## src/rtl/fpcvt_arbiter.sv

```systemverilog
// -----------------------------------------------------------------------------
// fpcvt_arbiter
//
// Purpose:
//   Shares one FPCVT converter (12-bit two's complement -> sign, 3-bit
//   exponent, 4-bit significand) between two requesters. A round-robin grant
//   picks one operand in IDLE and registers it. The converter runs during
//   CONV, and the result, tagged with the owning requester, is held on a single
//   valid/ready output channel during OUT. Per-requester completion counters
//   wrap modulo 2^CNT_W.
//
// Handshake rule (all channels): a transfer happens on a rising clk edge where
//   valid && ready are both high. A producer holds valid and its payload stable
//   until that edge. reqN_ready depends combinationally on reqN_valid. out_valid
//   is registered and does not depend on out_ready.
//
// Ports:
//   clk, rst_n            clock (rising edge), asynchronous active-low reset
//   req0_valid/data/ready requester 0 operand channel
//   req1_valid/data/ready requester 1 operand channel
//   out_valid/out_ready   result channel handshake
//   out_id                requester that owns the result
//   out_s, out_e, out_f   converted sign / exponent / significand
//   busy                  high whenever the FSM is not in IDLE
//   cnt0, cnt1            completed (output-handshaked) conversions, wrapping
//   dbg_state             current FSM state (IDLE=0, CONV=1, OUT=2)
// -----------------------------------------------------------------------------

// Combinational FPCVT.
// The magnitude of the operand is normalised so that the significand holds the
// leading one plus the next three bits. The bit just below the significand
// rounds to nearest. A round that overflows the significand renormalises to
// 1000 with the exponent one higher. At the top exponent it saturates to 1111.
// -2048 has no positive counterpart, so it is clamped to magnitude 2047.
module fpcvt (
    input  logic [11:0] d,
    output logic        s,
    output logic [2:0]  e,
    output logic [3:0]  f
);
    logic [11:0] mag;
    logic [2:0]  e_raw;
    logic [12:0] ext;
    logic [3:0]  f_raw;
    logic        rnd;

    always_comb begin
        s     = d[11];
        mag   = d;
        e_raw = 3'd0;
        ext   = 13'd0;
        f_raw = 4'd0;
        rnd   = 1'b0;
        e     = 3'd0;
        f     = 4'd0;

        if (d[11]) begin
            mag = (d == 12'h800) ? 12'h7ff : (~d + 12'd1);
        end

        // Exponent is the position of the leading one minus 3. Values below
        // 16 are stored unnormalised with exponent 0.
        casez (mag[10:4])
            7'b1??????: e_raw = 3'd7;
            7'b01?????: e_raw = 3'd6;
            7'b001????: e_raw = 3'd5;
            7'b0001???: e_raw = 3'd4;
            7'b00001??: e_raw = 3'd3;
            7'b000001?: e_raw = 3'd2;
            7'b0000001: e_raw = 3'd1;
            default:    e_raw = 3'd0;
        endcase

        // A zero is appended below the LSB so the round bit falls out of the
        // same shift. For exponent 0 it is that appended zero.
        ext   = {mag, 1'b0} >> e_raw;
        f_raw = ext[4:1];
        rnd   = ext[0];

        e = e_raw;
        f = f_raw;
        if (rnd) begin
            if (f_raw == 4'hf) begin
                if (e_raw != 3'd7) begin
                    e = e_raw + 3'd1;
                    f = 4'h8;
                end
            end else begin
                f = f_raw + 4'd1;
            end
        end
    end
endmodule

module fpcvt_arbiter #(
    parameter int CNT_W = 8
) (
    input  logic              clk,
    input  logic              rst_n,
    input  logic              req0_valid,
    input  logic [11:0]       req0_data,
    output logic              req0_ready,
    input  logic              req1_valid,
    input  logic [11:0]       req1_data,
    output logic              req1_ready,
    output logic              out_valid,
    input  logic              out_ready,
    output logic              out_id,
    output logic              out_s,
    output logic [2:0]        out_e,
    output logic [3:0]        out_f,
    output logic              busy,
    output logic [CNT_W-1:0]  cnt0,
    output logic [CNT_W-1:0]  cnt1,
    output logic [1:0]        dbg_state
);
    typedef enum logic [1:0] {
        IDLE = 2'd0,
        CONV = 2'd1,
        OUT  = 2'd2
    } state_t;

    localparam logic [CNT_W-1:0] CNT_ONE = 1;

    state_t      state_q;
    state_t      state_d;
    logic [11:0] op_reg;
    logic        id_reg;
    logic        last_grant;

    logic        any_valid;
    logic        grant_id;
    logic        accept;
    logic        out_fire;

    logic        cv_s;
    logic [2:0]  cv_e;
    logic [3:0]  cv_f;

    fpcvt u_fpcvt (
        .d (op_reg),
        .s (cv_s),
        .e (cv_e),
        .f (cv_f)
    );

    // Round-robin: a lone valid requester always wins. Under contention the
    // requester that did not win last time is chosen.
    always_comb begin
        any_valid  = req0_valid | req1_valid;
        grant_id   = (req0_valid & req1_valid) ? ~last_grant : req1_valid;
        accept     = (state_q == IDLE) & any_valid;
        req0_ready = accept & ~grant_id;
        req1_ready = accept & grant_id;
        // out_valid is always high in OUT, so the handshake reduces to this.
        out_fire   = (state_q == OUT) & out_ready;
        busy       = (state_q != IDLE);
        dbg_state  = state_q;
    end

    always_comb begin
        state_d = state_q;
        case (state_q)
            IDLE:    if (any_valid) state_d = CONV;
            CONV:    state_d = OUT;
            OUT:     if (out_ready) state_d = IDLE;
            default: state_d = IDLE;
        endcase
    end

    always_ff @(posedge clk or negedge rst_n) begin
        if (!rst_n) begin
            state_q <= IDLE;
        end else begin
            state_q <= state_d;
        end
    end

    always_ff @(posedge clk or negedge rst_n) begin
        if (!rst_n) begin
            op_reg     <= 12'd0;
            id_reg     <= 1'b0;
            last_grant <= 1'b1;
            out_valid  <= 1'b0;
            out_id     <= 1'b0;
            out_s      <= 1'b0;
            out_e      <= 3'd0;
            out_f      <= 4'd0;
            cnt0       <= '0;
            cnt1       <= '0;
        end else begin
            if (accept) begin
                op_reg     <= grant_id ? req1_data : req0_data;
                id_reg     <= grant_id;
                last_grant <= grant_id;
            end

            if (state_q == CONV) begin
                out_s     <= cv_s;
                out_e     <= cv_e;
                out_f     <= cv_f;
                out_id    <= id_reg;
                out_valid <= 1'b1;
            end

            if (out_fire) begin
                out_valid <= 1'b0;
                if (out_id) begin
                    cnt1 <= cnt1 + CNT_ONE;
                end else begin
                    cnt0 <= cnt0 + CNT_ONE;
                end
            end
        end
    end
endmodule

```

## config.mk

```make
export PLATFORM = sky130hd
export DESIGN_NAME = fpcvt_arbiter
export DESIGN_NICKNAME = d
export VERILOG_FILES = /design/src/rtl/fpcvt_arbiter.sv
export SDC_FILE = /design/constraint.sdc
export NUM_CORES = 1
export LEC_CHECK = 0
export CORE_ASPECT_RATIO = 1.5
export CORE_MARGIN = 1
export CORE_UTILIZATION = 31
export CTS_CLUSTER_DIAMETER = 120
export DETAILED_ROUTE_END_ITERATION = 6
export PLACE_DENSITY = 0.62
export SETUP_SLACK_MARGIN = 0.1
export SLEW_MARGIN = 20
export SYNTH_ARGS = -nofsm -noshare
export SYNTH_HDL_FRONTEND = slang
export SYNTH_SLANG_ARGS = --single-unit
```

## constraint.sdc

```tcl
create_clock -name clk -period 6.3 [get_ports clk]
set_input_delay 1.26 -clock clk [delete_from_list [all_inputs] [get_ports clk]]
set_output_delay 1.26 -clock clk [all_outputs]
set_load 0.02 [all_outputs]
```

### Yosys cells after proc, flatten, opt, wreduce, memory -nomap -nowiden

Index checks and enable logic that the tools add are counted.

* add/sub/neg operators: 5
* $mul: 0
* divide/modulo/power cells: 0
* order comparisons: 0
* equal/unequal tests: 13
* shift-type cells: 1
* multiplexer cells: 16
* bitwise operators: 10
* reductions and logical operators: 6

Operators by type and width (count)
* $mux W12: 3
* $pmux W3 S7: 1
* $add A8 B1 Y8 const B: 2
* $shr A13 B3 Y5: 1
* $add A12 B1 Y12 const B: 1
* $eq A12 B12 Y1 const B: 1
* $mux W4: 3
* $not A12 Y12: 1
* $mux W3: 3
* $eq A7 B1 Y1 const B: 1
* $eq A6 B1 Y1 const B: 1
* $pmux W2 S3: 1
* $reduce_and A2 Y1: 3
* $and A1 B1 Y1: 5
* $eq A5 B1 Y1 const B: 1
* $add A4 B1 Y4 const B: 1
* $eq A2 B1 Y1 const B: 2
* $eq A4 B1 Y1 const B: 1
* $eq A4 B4 Y1 const B: 1
* $mux W2: 2
* $ne A2 B2 Y1 const B: 2
* $reduce_bool A2 Y1: 2
* $add A3 B1 Y3 const B: 1
* $eq A3 B1 Y1 const B: 1
* 6 further kinds: 10

* bits in registers: 42
* latch bits: 0
* RAM bits: 0
* memory bits (read-only): 0
* input port bits: 29
* output and inout bits: 31
* logic and storage cells: 62
* memories: 0

### Logic depth before layout (Yosys ltp)

Gate-level depths: netlist of run 1.

* word-level depth: 10
* gate-level depth with buffers: 17
* depth with buffers taken out: 17

### Modules after synthesis

Synthesis of run 1 repeated with hierarchy kept, for this count alone.

* cell total of the unflattened synthesis: 305
* area total of the unflattened synthesis: 2969.1 um2

Modules (own cells, without submodules)
* fpcvt_arbiter: instances 1, cells an instance 144, area each 1843.0 um2, sequential area each 1052.3 um2
* fpcvt: instances 1, cells an instance 161, area each 1126.1 um2, sequential area each 0.0 um2

### Worst setup path after synthesis of run 1

No wires, ideal clock.

* path type: register to register
* from: register op_reg[0]
* to: register out_f[1]
* setup time: 0.127 ns
* arrival: 3.384 ns
* data required time: 6.173 ns
* slack: 2.789 ns
* cell stages (with the launch flop): 16
* path buffers: 1
* period minus slack after synthesis: 3.511 ns
* path through: dfrtp_1 > inv_1 > ha_1 > nor3b_1 > nand2_1 > o31a_1 > clkbuf_1 > or2_2 > a21oi_1 > a21oi_1 > a211oi_2 > inv_1 > ha_1 > and2_4 > a311oi_1 > o21ai_1

* longest elaborated chain between the ends: 10
* elaborated cells on any way between the ends: 19
* those cells by class: add/sub (2); eq/ne (9); shift (1); mux (6); bitwise (1)

Ends and longest elaborated chain
* start: declaration: line 127 `logic [11:0] op_reg;`
* start signal: assignment: line 193 `op_reg <= grant_id ? req1_data : req0_data;`
* $not A12 Y12: line 58 `mag = (d == 12'h800) ? 12'h7ff : (~d + 12'd1);`
* $add A12 B1 Y12: line 58
* $mux W12: line 58
* $mux W12 (*): line 57 `if (d[11]) begin`
* $eq A7 B1 Y1, or another cell as far along: line 63 `casez (mag[10:4])`
* $pmux W3 S7: line 63
* $shr A13 B3 Y5 / $ne A3 B3 Y1 (equally long branches): line 76, 84
* $add A4 B1 Y4, or another cell as far along: line 89 `f = f_raw + 4'd1;`
* $mux W4: line 83 `if (f_raw == 4'hf) begin`
* $mux W4 (*): line 82 `if (rnd) begin`
* end signal: assignment: line 201 `out_f <= cv_f;`
* end: declaration: line 111 `output logic [3:0] out_f,`

Every way passes the cells marked *; elsewhere a longest branch is shown, timed or not.
A chain may end at the register's enable or synchronous reset.

### Final worst setup path of run 1

* from: input req0_valid
* to: output req0_ready

* longest elaborated chain between the ends: 4
* elaborated cells on any way between the ends: 6
* those cells by class: mux (1); bitwise (5)

Ends and longest elaborated chain
* start: declaration: line 100 `input logic req0_valid,`
* $and A1 B1 Y1: line 151 `grant_id = (req0_valid & req1_valid) ? ~last_grant : req1_valid;`
* $mux W1: line 151
* $not A1 Y1: line 153 `req0_ready = accept & ~grant_id;`
* $and A1 B1 Y1 (*): line 153
* end: declaration: line 102 `output logic req0_ready,`

Marks and branches as above.

==> out/results.ini, run 1 <==
[layout]
multi_input_area_um2=1688
regArea_um2=1052
nets=396
largest_reg_flops=12
num-fill-cells=947
antennaDiodeCount=0
drive_gt1_share_pct=11.85
stdcell_count=475
syn_to_final_growth_pct=27.72

[global_routing]
grt_usage_pct=15.41
grt_pass1_vias=2467
grt_util_met1_pct=18.30
grt_max_degree=43
antenna_found_initial=0
grt_pass1_wl_um=11740
grt_most_used_layer=met2
met3_usage_pct=3.094
globalRouteOverflowTotal=0
grtUsageMet2_pct=26.37

[setup_path]
crit_arrival_ns=3.25
slowest_delay_ns=0.75
worstPathCellList=clkdlybuf4s50_1 > o21ai_0 > nor2_1 > clkdlybuf4s50_1
r2r_cells=14
startpoint=req0_valid
critPathKind=input port to output port
r2r-start=op_reg[0]$_DFFE_PN0P_
critPathMaxFanout=13
endpoint=req0_ready
critPathMostFrequentCell=clkdlybuf4s50_1
crit_required_ns=5.04
end_kind=output port
rr_endpoint=out_e[2]$_DFFE_PN0P_
slowest_stage=clkdlybuf4s50_1
r2r_slack_ns=2.10
start_kind=input port

[run_status]
violations=DRC
outcome=finished with violations

[sta]
finClkSkew_ns=0.007159
rsz0062_at_grt=false
holdWs_ns=0.4639
relSlewSlack_pct=31.82
setup_violations=0
slew_violations=0
finalWorstPathRequiredPeriod_ns=4.506
hold_viol=0
worst_slew_pin_slew_ns=1.016
tns_ns=0
fmax_mhz=221.9
post-route-period-util_pct=71.52

[drt]
vias=2548
drc=1
routed_wl_um=6904
drt-wirelength-per-cell_um=14.53
dr.first_iter.drc_count=183
viasPerCell=5.364
ant_nets=0
firstDrtPassIters=7

[die]
num_rows=43
die_h_um=120.7
core_um2=9200
die_w_um=81.13
start_util_pct=31.65
die_area_um2=9792
boundaryPins=60

[synth]
seq_area_frac_synth_pct=36.14
synth-edff-count=0
synth-async-reset-ratio_pct=100.0
synth_fp_nets=344
netlist_instances=310
avgSynthCellArea_um2=9.392
synth.top_cell.area_share_pct=35.24
synth_commonest_cells=dfrtp_1 (41), nand2_1 (34), inv_1 (24)
ys_ff_latch=42
synth.most_common_cell=dfrtp_1
yosys.cell_types.count=74
synth_warnings=0
yosysTopAreaCell=dfrtp_1
synthesis.area_um2=2912
synthTopCellsByArea=dfrtp_1 (35%), xnor2_1 (4.8%), nand2_1 (4.4%), a222oi_1 (4.1%), inv_1 (3.1%)
synth_flop_cell=dfrtp_1

[clock_network]
cts.sinks=42
htree_levels=2
postCtsSetupBuffers=0
insertion_delay_ns=0.29
cts_tree=done
numCtsBuffers=5
ctsResizeCount=0
ctsHoldBuffers=0
path_clk_slew_ns=0.06
clockBufferDepth=2
root_buffer=clkbuf_16

[place]
place_congestion=0.8500
post-place-cells=467
dp.final_hpwl_um=5300
portBuffers=59

[min_path]
hold_path_class=register to register
min-delay-start=out_f[2]$_DFFE_PN0P_

[run]
maxCapViolations=0

==> worst max-delay path: cells and delay by family <==
kind | cells | cell delay, ns
AO/OA/AOI/OAI | 1 | 0.09
buffers and inverters | 2 | 1.24
AND/OR/NAND/NOR | 1 | 0.65
==> metrics by stage <==
stage	worst slack, ns	cell area [um2]	util, %
global placement	1.846	3568	38.79
global route	1.610	3719	40.42
finish	1.794	3719	40.42
floorplan	2.789	2912	-
CTS	1.816	3719	40.42
detailed placement	1.836	3568	38.79
==> cell usage in the layout, fill, tap and decap left out, types with 5 or more instances in the layout <==
cell type         n
clkdlybuf4s50_1  58
dfrtp_1          41
nand2_1          34
inv_1            24
nor2_1           18
xnor2_1          16
a222oi_1         12
nand3_1          10
a31oi_1           9
o21ai_0           8
nor2b_1           7
o21ai_1           7
a21oi_1           7
and3_1            6
nand2b_1          6
xor2_1            6
nor3_1            6
ha_1              5
clkbuf_16         5
==> kinds of logic (layout without fill, tap and decap cells) <==
kind of cell | count (synthesis) | count (layout) | synth area share (%)
compound gates | 79 | 79 | 24.41
xor+xnor | 22 | 22 | 6.618
fa+ha+maj | 5 | 5 | 2.149
buf+inv | 40 | 93 | 5.888
flops | 42 | 42 | 36.14
mux | 6 | 6 | 2.149
simple gates | 116 | 116 | 22.65
==> layer usage <==
layer	part of all wire (%)	wire length, um	up-vias
met5	0	0	-
met1	42	2934	1225
met4	2.4	163	0
met2	52	3613	54
met3	2.8	192	16
li1	-	-	1253
==> how the worst min path moves through the flow <==
stage / depth (start not counted) / slack [ns] / endpoint
after floorplan: 2 / 0.44 / out_id$_DFFE_PN0P_
after global placement: 2 / 0.45 / out_f[2]$_DFFE_PN0P_
after detailed placement: 2 / 0.46 / out_f[2]$_DFFE_PN0P_
after CTS: 2 / 0.47 / out_f[2]$_DFFE_PN0P_
after global routing: 2 / 0.49 / out_f[2]$_DFFE_PN0P_
final: 2 / 0.46 / out_f[2]$_DFFE_PN0P_
==> cell type report <==
cell class	instances	share of cell area, %
Clock buffer	5	3.365
Clock inverter	3	0.6729
Inverter	26	2.759
Multi-Input combinational cell	228	45.39
Sequential cell	42	28.30
Tap cell	112	3.768
Timing Repair Buffer	59	15.75
Power of run 1 is left out: the tool's default activity adds up to more than one toggle a clock period on the data nets, which glitch-free logic cannot reach.
==> inputs of run 2 (changes only) <==
==> constraint.sdc (replaced) <==
create_clock -name clk -period 4.59 [get_ports clk]
set_input_delay 0.918 -clock clk [delete_from_list [all_inputs] [get_ports clk]]
set_output_delay 0.918 -clock clk [all_outputs]
set_load 0.02 [all_outputs]
==> out/results.ini, run 2 (synthesized netlist as in run 1, its figures left out) <==
[setup_path]
slowest_delay_ns=0.46
r2r-start=op_reg[0]$_DFFE_PN0P_
crit_arrival_ns=4.14
r2r_cells=14
path_buf_inv=2
end_kind=register
crit_family=compound AO/OA/AOI/OAI gates
worstPathCellList=inv_1 > ha_1 > or3b_4 > o41ai_2 > a31oi_1 > or2_2 > a21oi_1 > a21oi_1 > a211oi_2 > inv_1 > ha_1 > and2_4 > a311oi_1 > o21ai_1
rr_endpoint=out_f[1]$_DFFE_PN0P_
crit_required_ns=4.75
critPathMaxFanout=7
r2r_slack_ns=0.61
slowest_stage=dfrtp_1
critPathKind=register to register
start_kind=register

[drt]
dr.first_iter.drc_count=130
vias=2556
viasPerCell=5.358
routed_wl_um=7078
firstDrtPassIters=5
drt-wirelength-per-cell_um=14.84
drc=0
ant_nets=0

[global_routing]
grt_pass1_wl_um=12140
grt_max_degree=43
globalRouteOverflowTotal=0
antenna_found_initial=0
grt_usage_pct=15.82
grt_pass1_vias=2528

[layout]
fin_area_um2=3739
final_cell_mix=clkdlybuf4s50_1 (58), dfrtp_1 (41), nand2_1 (34)
final_common_cell=clkdlybuf4s50_1
antennaDiodeCount=0
final_util_pct=40.64
nets=398
largest_reg_flops=12
drive_gt1_share_pct=12.88
syn_to_final_growth_pct=28.41

[sta]
tns_ns=0
hold_viol=0
finalWorstPathRequiredPeriod_ns=3.977
post-route-period-util_pct=86.64
setup_violations=0
fmax_mhz=251.5
worst_slew_pin_slew_ns=0.9162
slew_violations=0
relSlewSlack_pct=38.92
finClkSkew_ns=0.005562
rsz0062_at_grt=false

[die]
die_area_um2=9792
num_rows=43
boundaryPins=60
core_um2=9200
die_w_um=81.13
die_h_um=120.7
start_util_pct=31.65

[min_path]
hold_depth=2
min-delay-start=out_f[2]$_DFFE_PN0P_
hold_path_class=register to register
hold_path_end=out_f[2]$_DFFE_PN0P_

[run]
maxCapViolations=0

[place]
dp.final_hpwl_um=5510
dpl_cell_area_um2=3583
portBuffers=59
place_congestion=0.8936

[clock_network]
path_clk_slew_ns=0.06
clockBufferDepth=2
htree_levels=2
numCtsBuffers=5
cts.sinks=42
cts_tree=done
insertion_delay_ns=0.28
root_buffer=clkbuf_16

[run_status]
outcome=finished clean

run 2: cell count changes in the layout (fill, tap and decap cells not counted), sizes merged:
cell | before | now
buf | 1 | 3
inv | 26 | 25
clkinv | 2 | 3
run 2: worst reg2reg max path, delay by kind of cell, from the launching register on:
kind / cells / cell delay, ns
AOI/OAI and AO/OA: 7 / 1.70
and+or+nand+nor: 3 / 0.99
adders and majority gates: 2 / 0.53
DFF: 1 / 0.46
buffers and inverters: 2 / 0.19
run 2: timing repair:
| action | in CTS | in global routing |
|---|---|---|
| resized for setup | 0 | 1 |
| endpoints found under the setup margin | 0 | 1 |
| buffers inserted | 0 | 0 |
| hold buffers | 0 | 0 |
run 2: worst max path at each step:
stage	startpoint	endpoint	slack, ns	depth (start not counted)
3_5_place_dp	op_reg[0]$_DFFE_PN0P_	out_f[1]$_DFFE_PN0P_	0.53	14
4_1_cts	op_reg[0]$_DFFE_PN0P_	out_f[1]$_DFFE_PN0P_	0.53	14
2_1_floorplan	op_reg[0]$_DFFE_PN0P_	out_f[1]$_DFFE_PN0P_	1.08	15
3_3_place_gp	op_reg[0]$_DFFE_PN0P_	out_f[1]$_DFFE_PN0P_	0.74	15
6_report	op_reg[0]$_DFFE_PN0P_	out_f[1]$_DFFE_PN0P_	0.61	14
5_1_grt	op_reg[0]$_DFFE_PN0P_	out_f[1]$_DFFE_PN0P_	0.24	14
run 2: layout make-up:
class,instances,area (um2)
fillers,934,5461
multi-input cells,228,1697
flip-flops and latches,42,1052
repair buffers,61,600.6
well taps,112,140.1
clock buffers,5,125.1
inverters,26,102.6
clock inverters,3,21.27
run 2: layer usage:
layer	share of wire, %	global-route usage [%]	wire length (um)
met1	42	18.39	2969
met2	52	27.63	3670
met3	2.8	2.792	195
met4	3.4	6.920	243
met5	0	0	0
run 2: through the flow:
step | worst slack [ns] | cells | hold slack [ns]
6_report | 0.6131 | 477 | 0.4680
3_5_place_dp | 0.5304 | 469 | 0.4601
5_1_grt | 0.2410 | 477 | 0.4872
4_1_cts | 0.5259 | 477 | 0.4745
2_1_floorplan | 1.079 | 310 | 0.4395
3_3_place_gp | 0.7352 | 469 | 0.4568
Power of run 2 is left out for the same reason.
==> inputs of run 3 (changes only) <==
--- a/config.mk
+++ b/config.mk
@@ -5,6 +5,7 @@
 export SDC_FILE = /design/constraint.sdc
 export NUM_CORES = 1
 export LEC_CHECK = 0
+export ABC_CLOCK_PERIOD_IN_PS = 4590
 export CORE_ASPECT_RATIO = 1.5
 export CORE_MARGIN = 1
 export CORE_UTILIZATION = 31
==> results of run 3 <==
No change in the layout: final DEF, timing and power equal those of run 2.
Power of run 3 is left out for the same reason.
